**src/rtl/mips_pkg.sv**
```systemverilog
// mips_pkg: shared constants for the 32-bit MIPS core.
//   - CTRL_W and bit positions of the decoded control bundle
//   - instruction field positions (R/I format)
package mips_pkg;

    localparam int CTRL_W = 9;

    // Control bundle bit map: {reg_write, mem_read, mem_write, mem_to_reg,
    //                          alu_src, reg_dst, alu_op[2:0]}
    localparam int CTRL_REG_WRITE  = 8;
    localparam int CTRL_MEM_READ   = 7;
    localparam int CTRL_MEM_WRITE  = 6;
    localparam int CTRL_MEM_TO_REG = 5;
    localparam int CTRL_ALU_SRC    = 4;
    localparam int CTRL_REG_DST    = 3;
    localparam int CTRL_ALU_OP_MSB = 2;
    localparam int CTRL_ALU_OP_LSB = 0;

    // Instruction field positions
    localparam int RS_MSB    = 25;
    localparam int RS_LSB    = 21;
    localparam int RT_MSB    = 20;
    localparam int RT_LSB    = 16;
    localparam int RD_MSB    = 15;
    localparam int RD_LSB    = 11;
    localparam int SHAMT_MSB = 10;
    localparam int SHAMT_LSB = 6;
    localparam int FUNCT_MSB = 5;
    localparam int FUNCT_LSB = 0;
    localparam int IMM_MSB   = 15;
    localparam int IMM_LSB   = 0;

endpackage

```
**src/rtl/id_ex_stage_load_use_detect.sv**
```systemverilog
// load_use_detect: combinational load-use hazard detection.
// Ports:
//   i_ex_valid, i_ex_mem_read, i_ex_rt : instruction currently in EX
//   i_id_valid, i_id_rs, i_id_rt       : instruction currently in ID
//   i_ex_flush                         : taken branch in EX kills ID, so no stall
//   o_stall                            : hold PC and IF/ID, bubble EX
module load_use_detect (
    input  logic       i_ex_valid,
    input  logic       i_ex_mem_read,
    input  logic [4:0] i_ex_rt,
    input  logic       i_id_valid,
    input  logic [4:0] i_id_rs,
    input  logic [4:0] i_id_rt,
    input  logic       i_ex_flush,
    output logic       o_stall
);

    // $0 is never a hazard source.
    logic w_rt_match;
    assign w_rt_match = (i_ex_rt != 5'd0) &&
                        ((i_ex_rt == i_id_rs) || (i_ex_rt == i_id_rt));

    assign o_stall = i_id_valid & i_ex_valid & i_ex_mem_read & w_rt_match & ~i_ex_flush;

endmodule

```
**src/rtl/id_ex_stage.sv**
```systemverilog
// id_ex_stage: ID/EX pipeline register of the MIPS core.
//   Captures operands, control bundle and instruction fields; inserts a
//   bubble on load-use hazards; kills the ID instruction on ex_flush;
//   counts bubble cycles in a saturating counter.
// Parameters: CTRL_W (control bundle width), CNT_W (stall counter width).
// Ports:
//   clk, rst (async, active-low)
//   id_valid, id_instr, id_pc_plus4, id_ctrl, rd_data1, rd_data2 : ID inputs
//   wb_reg_write, wb_write_reg, wb_write_data                     : WB write port
//   ex_flush                                                      : taken branch in EX
//   stall                                                         : combinational hold
//   ex_*                                                          : registered EX bundle
//   stall_count                                                   : bubble cycles since reset
// Build option: ID_EX_WB_BYPASS_EN forwards the WB write data into the
//   operands when WB targets rs/rt in the same cycle.
module id_ex_stage #(
    parameter int CTRL_W = mips_pkg::CTRL_W,
    parameter int CNT_W  = 16
) (
    input  logic              clk,
    input  logic              rst,
    input  logic              id_valid,
    input  logic [31:0]       id_instr,
    input  logic [31:0]       id_pc_plus4,
    input  logic [CTRL_W-1:0] id_ctrl,
    input  logic [31:0]       rd_data1,
    input  logic [31:0]       rd_data2,
    input  logic              wb_reg_write,
    input  logic [4:0]        wb_write_reg,
    input  logic [31:0]       wb_write_data,
    input  logic              ex_flush,
    output logic              stall,
    output logic              ex_valid,
    output logic [CTRL_W-1:0] ex_ctrl,
    output logic [31:0]       ex_a,
    output logic [31:0]       ex_b,
    output logic [31:0]       ex_imm,
    output logic [4:0]        ex_rs,
    output logic [4:0]        ex_rt,
    output logic [4:0]        ex_rd,
    output logic [4:0]        ex_shamt,
    output logic [5:0]        ex_funct,
    output logic [31:0]       ex_pc_plus4,
    output logic [CNT_W-1:0]  stall_count
);

    import mips_pkg::*;

    logic [4:0]        w_rs, w_rt;
    logic [31:0]       w_a_src, w_b_src, w_a, w_b, w_imm;
    logic              w_stall;

    logic              r_valid;
    logic [CTRL_W-1:0] r_ctrl;
    logic [31:0]       r_a, r_b, r_imm, r_pc_plus4;
    logic [4:0]        r_rs, r_rt, r_rd, r_shamt;
    logic [5:0]        r_funct;
    logic [CNT_W-1:0]  r_cnt;

    assign w_rs  = id_instr[RS_MSB:RS_LSB];
    assign w_rt  = id_instr[RT_MSB:RT_LSB];
    assign w_imm = {{16{id_instr[IMM_MSB]}}, id_instr[IMM_MSB:IMM_LSB]};

`ifdef ID_EX_WB_BYPASS_EN
    assign w_a_src = (wb_reg_write && (wb_write_reg != 5'd0) && (wb_write_reg == w_rs))
                     ? wb_write_data : rd_data1;
    assign w_b_src = (wb_reg_write && (wb_write_reg != 5'd0) && (wb_write_reg == w_rt))
                     ? wb_write_data : rd_data2;
`else
    // Register file is write-before-read; WB port is not needed here.
    logic w_unused_wb;
    assign w_unused_wb = ^{wb_reg_write, wb_write_reg, wb_write_data};
    assign w_a_src = rd_data1;
    assign w_b_src = rd_data2;
`endif

    // $0 reads as zero whatever the register file or bypass says.
    assign w_a = (w_rs == 5'd0) ? 32'd0 : w_a_src;
    assign w_b = (w_rt == 5'd0) ? 32'd0 : w_b_src;

    load_use_detect u_load_use_detect (
        .i_ex_valid    (r_valid),
        .i_ex_mem_read (r_ctrl[CTRL_MEM_READ]),
        .i_ex_rt       (r_rt),
        .i_id_valid    (id_valid),
        .i_id_rs       (w_rs),
        .i_id_rt       (w_rt),
        .i_ex_flush    (ex_flush),
        .o_stall       (w_stall)
    );

    always_ff @(posedge clk or negedge rst) begin
        if (!rst) begin
            r_valid    <= 1'b0;
            r_ctrl     <= '0;
            r_a        <= '0;
            r_b        <= '0;
            r_imm      <= '0;
            r_pc_plus4 <= '0;
            r_rs       <= '0;
            r_rt       <= '0;
            r_rd       <= '0;
            r_shamt    <= '0;
            r_funct    <= '0;
            r_cnt      <= '0;
        end else begin
            // Data fields load every cycle; only valid/ctrl decide whether
            // EX acts on them.
            r_a        <= w_a;
            r_b        <= w_b;
            r_imm      <= w_imm;
            r_pc_plus4 <= id_pc_plus4;
            r_rs       <= w_rs;
            r_rt       <= w_rt;
            r_rd       <= id_instr[RD_MSB:RD_LSB];
            r_shamt    <= id_instr[SHAMT_MSB:SHAMT_LSB];
            r_funct    <= id_instr[FUNCT_MSB:FUNCT_LSB];
            if (ex_flush) begin
                r_valid <= 1'b0;
                r_ctrl  <= '0;
            end else if (w_stall) begin
                r_valid <= 1'b0;
                r_ctrl  <= '0;
                if (r_cnt != '1)
                    r_cnt <= r_cnt + CNT_W'(1);
            end else begin
                r_valid <= id_valid;
                r_ctrl  <= id_valid ? id_ctrl : '0;
            end
        end
    end

    assign stall       = w_stall;
    assign ex_valid    = r_valid;
    assign ex_ctrl     = r_ctrl;
    assign ex_a        = r_a;
    assign ex_b        = r_b;
    assign ex_imm      = r_imm;
    assign ex_rs       = r_rs;
    assign ex_rt       = r_rt;
    assign ex_rd       = r_rd;
    assign ex_shamt    = r_shamt;
    assign ex_funct    = r_funct;
    assign ex_pc_plus4 = r_pc_plus4;
    assign stall_count = r_cnt;

endmodule

```
**config.mk**
```make
export PLATFORM = sky130hd
export DESIGN_NAME = id_ex_stage
export DESIGN_NICKNAME = d
export VERILOG_FILES = /design/src/rtl/mips_pkg.sv /design/src/rtl/id_ex_stage_load_use_detect.sv /design/src/rtl/id_ex_stage.sv
export SDC_FILE = /design/constraint.sdc
export NUM_CORES = 1
export LEC_CHECK = 0
export BUFFER_PORTS_ARGS = -buffer_cell sky130_fd_sc_hd__buf_2
export CORE_AREA = 3 3 139 141
export CTS_BUF_LIST = sky130_fd_sc_hd__clkbuf_16
export DETAILED_ROUTE_END_ITERATION = 10
export DIE_AREA = 0 0 142 144
export GPL_TIMING_DRIVEN = 0
export PLACE_DENSITY = 0.63
export SETUP_SLACK_MARGIN = 0.15
export SLEW_MARGIN = 20
export SYNTH_ARGS = -nofsm -noshare
export SYNTH_HDL_FRONTEND = slang
export SYNTH_SLANG_ARGS = --single-unit
```
**constraint.sdc**
```tcl
create_clock -name clk -period 2.2 [get_ports clk]
set_clock_uncertainty 0.15 [all_clocks]
set_input_delay 0.11 -clock clk [delete_from_list [all_inputs] [get_ports clk]]
set_output_delay 0.11 -clock clk [all_outputs]
set_load 0.05 [all_outputs]
```
Word-level counts from Yosys, hierarchy flattened
Cells that the tools add are included.

cells by class
  equality and inequality tests = 3
  bitwise gates (word level) = 5
  add/sub/neg operators = 1
  mux-type cells = 7
  reduce and logical (&&, ||, !) cells = 6

operator list
  kind                   count
  $mux 32                2
  $mux 9                 3
  $add 16x1->16 const B  1
  $ne 16x16->1 const B   1
  $eq 5x5->1             2
  $logic_not 5->1        2
  $reduce_bool 5->1      1
  $and 1x1->1            4
  $reduce_and 3->1       1
  $mux 1                 2
  $logic_and 1x1->1      1
  $logic_or 1x1->1       1
  $not 1->1              1

word-level totals
  word-level logic and storage cells = 34
  output and inout bits = 181
  flip-flop bits (word level) = 164

Depth between registers and ports, before layout
  depth in word-level cells = 7
  depth in mapped cells = 6
  mapped depth without buffers = 6

By module
Synthesis repeated with hierarchy kept, for this count alone.

second synthesis, totals
  cell total of the unflattened synthesis = 346
  area total of the unflattened synthesis = 5,058.6 um2

modules (own cells, without submodules)
  module           times used  cells an instance  area an instance (um2)  seq. area each (um2)
  id_ex_stage      1           328                4,918.5                 3,703.6
  load_use_detect  1           18                 140.1                   0.0

Worst setup path before layout
OpenSTA, ideal clock, no wires.

  kind = reg-to-reg
  from = reg r_rt[0] (netlist: ex_rt[0])
  to = reg r_cnt[1] (netlist: stall_count[1])
  library setup time = 0.128 ns
  clock period less this slack = 2.286 ns
  path slack = -0.086 ns
  cell stages (with the launch flop) = 6
  data arrival time = 2.008 ns
  cell sequence = dfrtp_1 > or4_4 > o2111ai_4 > nor2_4 > nand2_1 > mux2_1

on the way
  longest elaborated chain between the ends = 6
  elaborated cells on any way between the ends = 8

ends and longest elaborated chain
  what                                   line                               source
  start: declaration                     id_ex_stage.sv:56                  logic [4:0] r_rs, r_rt, r_rd, r_shamt;
  start signal: assignment               id_ex_stage.sv:114                 r_rt <= w_rt;
  $eq 5x5->1                             id_ex_stage_load_use_detect.sv:21  ((i_ex_rt == i_id_rs) || (i_ex_rt == i_id_rt));
  $logic_or 1x1->1                       id_ex_stage_load_use_detect.sv:21
  $logic_and 1x1->1 (*)                  id_ex_stage_load_use_detect.sv:20  assign w_rt_match = (i_ex_rt != 5'd0) &&
  $and 1x1->1 (*) (2 in a row)           id_ex_stage_load_use_detect.sv:23  assign o_stall = i_id_valid & i_ex_valid & i_ex_mem_read & w_rt_match & ~i_ex_flush;
  $reduce_and 3->1 (no source line) (*)  --
  end signal: assignment                 id_ex_stage.sv:125                 r_cnt <= r_cnt + CNT_W'(1);
  end: declaration                       id_ex_stage.sv:58                  logic [CNT_W-1:0] r_cnt;

Mark *: on every way between the ends. The rest lies on a longest branch, timed or not.
A chain may end at the register's enable or synchronous reset.

Worst setup path in the final report
  from = reg r_rt[2] (netlist: ex_rt[2])
  to = out stall

on the way
  longest elaborated chain between the ends = 5
  elaborated cells on any way between the ends = 7

ends and longest elaborated chain
  what                          line                               source
  $eq 5x5->1                    id_ex_stage_load_use_detect.sv:21
  $logic_or 1x1->1              id_ex_stage_load_use_detect.sv:21
  $logic_and 1x1->1 (*)         id_ex_stage_load_use_detect.sv:20
  $and 1x1->1 (*) (2 in a row)  id_ex_stage_load_use_detect.sv:23
  end: declaration              id_ex_stage.sv:32                  output logic stall,

Marked as above.

==> run_results.csv <==
group,metric,value,unit
detailed_routing,vias,4301,
pwr,irDropWorstVdd,0.000491,V
cts,insertion_delay,0.41,ns
place,placement.io_buffers,315,
yosys,ys_top_cells_by_area,"dfrtp_1 73%, nor2b_1 7.9%, buf_4 4.9%, xnor2_1 4.0%, nand3_1 1.2%",
detailed_routing,drcViolationCount,0,
yosys,synth_most_common_cell,"dfrtp_1",
die,die_area,20400,sq um
global_route,grt_pass1_vias,4604,
die,rows,49,
global_route,gr-total-overflow,0,
detailed_routing,drt_first_pass_iters,4,
yosys,yosys_most_used_dff,"dfrtp_1",
timing,finalSetupViolCount,2,
critical_path,r2r_start,"ex_rt[2]",
critical_path,crit_end,"stall",
finish,fin_cells,1060,
timing,post-route-period-util,102,%
critical_path,rr_worst_depth,7,
timing,hold_ws,0.0140,ns
yosys,syn_nets,525,
critical_path,critical_path_arrival,1.98,ns
cts,path_clk_slew,0.06,ns
die,fp.dieW,142,microns
critical_path,critPathKind,"reg -> out",
timing,rsz0062_at_grt,"yes",
hold_path,min_path_type,"in -> reg",
yosys,synth_top_area_cell,"dfrtp_1",
finish,areaGrowthSynthToFinish,77.1,%
pwr,power,6.97,mW
job,maxCapViolCount,0,
critical_path,crit_path_start,"ex_rt[2]",
finish,final_core_util,49.6,%
global_route,antenna_found_initial,1,
critical_path,startpoint_type,"flip-flop",
cts,cts_made_buffers,17,
yosys,postSynthCellCount,345,
yosys,yosys_warnings,0,
die,coreArea,18100,sq um
critical_path,reg2reg_to,"stall_count[1]",
finish,fillers,1616,
global_route,gr-usage-met2,28.9,%
yosys,synth.top_cells.by_count,"148 x dfrtp_1, 64 x nor2b_1, 33 x buf_4, 23 x xnor2_1, 12 x nand3_1",
cts,cts_sinks,148,
die,io_pins,360,
critical_path,critPathCaptureType,"output port",
yosys,ys_types,33,
yosys,netlist_area,5060,sq um
place,finalWeightedCongestion,0.750,
cts,cts_tree,"yes",
detailed_routing,post_drt_wl_per_cell,15.5,microns
timing,tightest_slew,0.539,ns
global_route,groute.layer.met3.usage,5.49,%
yosys,synth_edf_count,0,
cts,cts_buffer_depth,2,
timing,slew_viol_final,0,
global_route,use_met1,17.0,%
place,dp.cells,890,
critical_path,crit_required,1.94,ns
finish,drive_above_1_share,49.3,%
yosys,ys_seq_area_share,73.2,%
die,fp.dieH,144,microns
place,hpwl,11400,microns
pwr,p_leak,4.51,nW
critical_path,ff2ff_setup_slack,-0.02,ns
timing,setup_ws,-0.0380,ns
cts,root_buffer,"clkbuf_16",
yosys,ys_ff_latch,148,
global_route,grtUsageTotal,15.8,%
cts,htree_levels,4,
yosys,avgSynthCellArea,14.7,sq um
yosys,async_flop_share,100,%
run_status,violations,"setup timing",
detailed_routing,drt_iter0_markers,123,
critical_path,path_max_fanout,3,
global_route,grt_pass1_wl,24600,microns
yosys,synth_top_area_share,73.2,%
run_status,status,"finished with violations",
finish,nets,998,
timing,slew_headroom,64.1,%
die,start_util,28.0,%
hold_path,holdCritStartpoint,"id_instr[17]",
detailed_routing,wirelength,16400,microns
timing,fin_tns_setup,-0.0596,ns
timing,layout_min_cycle_time,2.24,ns
pwr,power_density,777,nW/um^2
timing,hold_viol_final,0,
global_route,grt_start_max_net_pins,93,
detailed_routing,vias_per_cell,4.06,
detailed_routing,ant_nets,0,
global_route,grt_busiest_layer,"met2",
timing,fmax,0.447,GHz
flip-flops by register name (all words and copies together), names as in the netlist:
name,count
ex_valid,1
ex_imm,3
ex_rs,5
ex_ctrl,9
ex_shamt,4
ex_pc_plus4,32
ex_rd,4
ex_b,32
ex_funct,5
stall_count,16
ex_a,32
ex_rt,5
placed cells by master (no fill, tap or decap), types with 4 or more instances in the layout:
cell type | netlist | routed
and2_1 | 9 | 9
buf_4 | 33 | 37
nand4_1 | 7 | 7
and3_1 | 4 | 4
dlygate4sd3_1 | 0 | 132
dfrtp_1 | 148 | 141
inv_1 | 2 | 4
clkinv_4 | 0 | 5
nor2_1 | 4 | 4
clkinv_2 | 0 | 4
buf_2 | 1 | 313
nor2b_1 | 64 | 64
dfrtp_2 | 0 | 7
nand2_1 | 7 | 6
nand3_1 | 12 | 12
xnor2_1 | 23 | 23
clkbuf_16 | 0 | 17
where the power goes:
part           total, mW  switching, mW  internal (mW)
combinational       1.30          0.847          0.448
sequential          2.90         0.0479           2.85
clock               2.77           1.11           1.66
total               6.97           2.01           4.96
repair_timing:
item / in CTS / in global routing
endpoints found under the setup margin: 19 / 41
buffers inserted: 4 / 1
hold buffers: 132 / 0
cloned: 0 / 1
pin swaps: 3 / 4
hold endpoints to repair: 279 / 0
resized for setup: 6 / 10
cell families (layout without fill, tap and decap cells):
| kind of cell | after synthesis | after routing | synth area share [%] |
|---|---|---|---|
| multiplexers | 3 | 3 | 0.643 |
| flip-flops | 148 | 148 | 73.2 |
| buffers and inverters | 43 | 527 | 5.71 |
| AND/OR/NAND/NOR | 122 | 122 | 14.9 |
| XOR/XNOR | 23 | 23 | 3.98 |
| AO/OA/AOI/OAI | 5 | 6 | 1.36 |
| other | 0 | 1 | 0 |
| adder cells (fa/ha/maj) | 1 | 1 | 0.247 |
cell type report:
type	instances	area (sq um)	area share, %
sequential	148	3710	41.4
timing repair buffer	453	2990	33.3
multi-input combinational	155	1110	12.4
clock buffer	17	425	4.75
tap	229	287	3.20
buffer	40	282	3.14
clock inverter	14	140	1.56
inverter	3	13.8	0.154
antenna	1	2.50	0.0279
routing by layer:
metal | wire (microns) | share of wire (%) | vias up
met5 | 0 | 0 | -
met4 | 244 | 1.5 | 0
met3 | 1260 | 7.7 | 17
met2 | 8800 | 54 | 201
met1 | 6080 | 37 | 2058
li1 | - | - | 2025
through the flow:
step           worst slack (ns)  area (sq um)
2_1_floorplan            0.0466          5080
3_3_place_gp              -1.55          6940
3_5_place_dp            -0.0185          6980
4_1_cts                 -0.0650          8920
5_1_grt                  -0.119          8960
6_report                -0.0380          8960
critical path, stage by stage, from the launching register on:
cell       delay, ns
dfrtp_2         0.42
or4_4           0.56
o2111ai_4       0.25
inv_4           0.04
and2_4          0.16
buf_8           0.14
worst min path at each step:
stage                       to  cells after the start
6_report               ex_b[0]                      4
3_5_place_dp   stall_count[15]                      1
2_1_floorplan          ex_a[0]                      0
5_1_grt               ex_b[31]                      4
3_3_place_gp   ex_pc_plus4[29]                      1
4_1_cts                ex_b[0]                      4
Power figures use the tool's default switching activity.
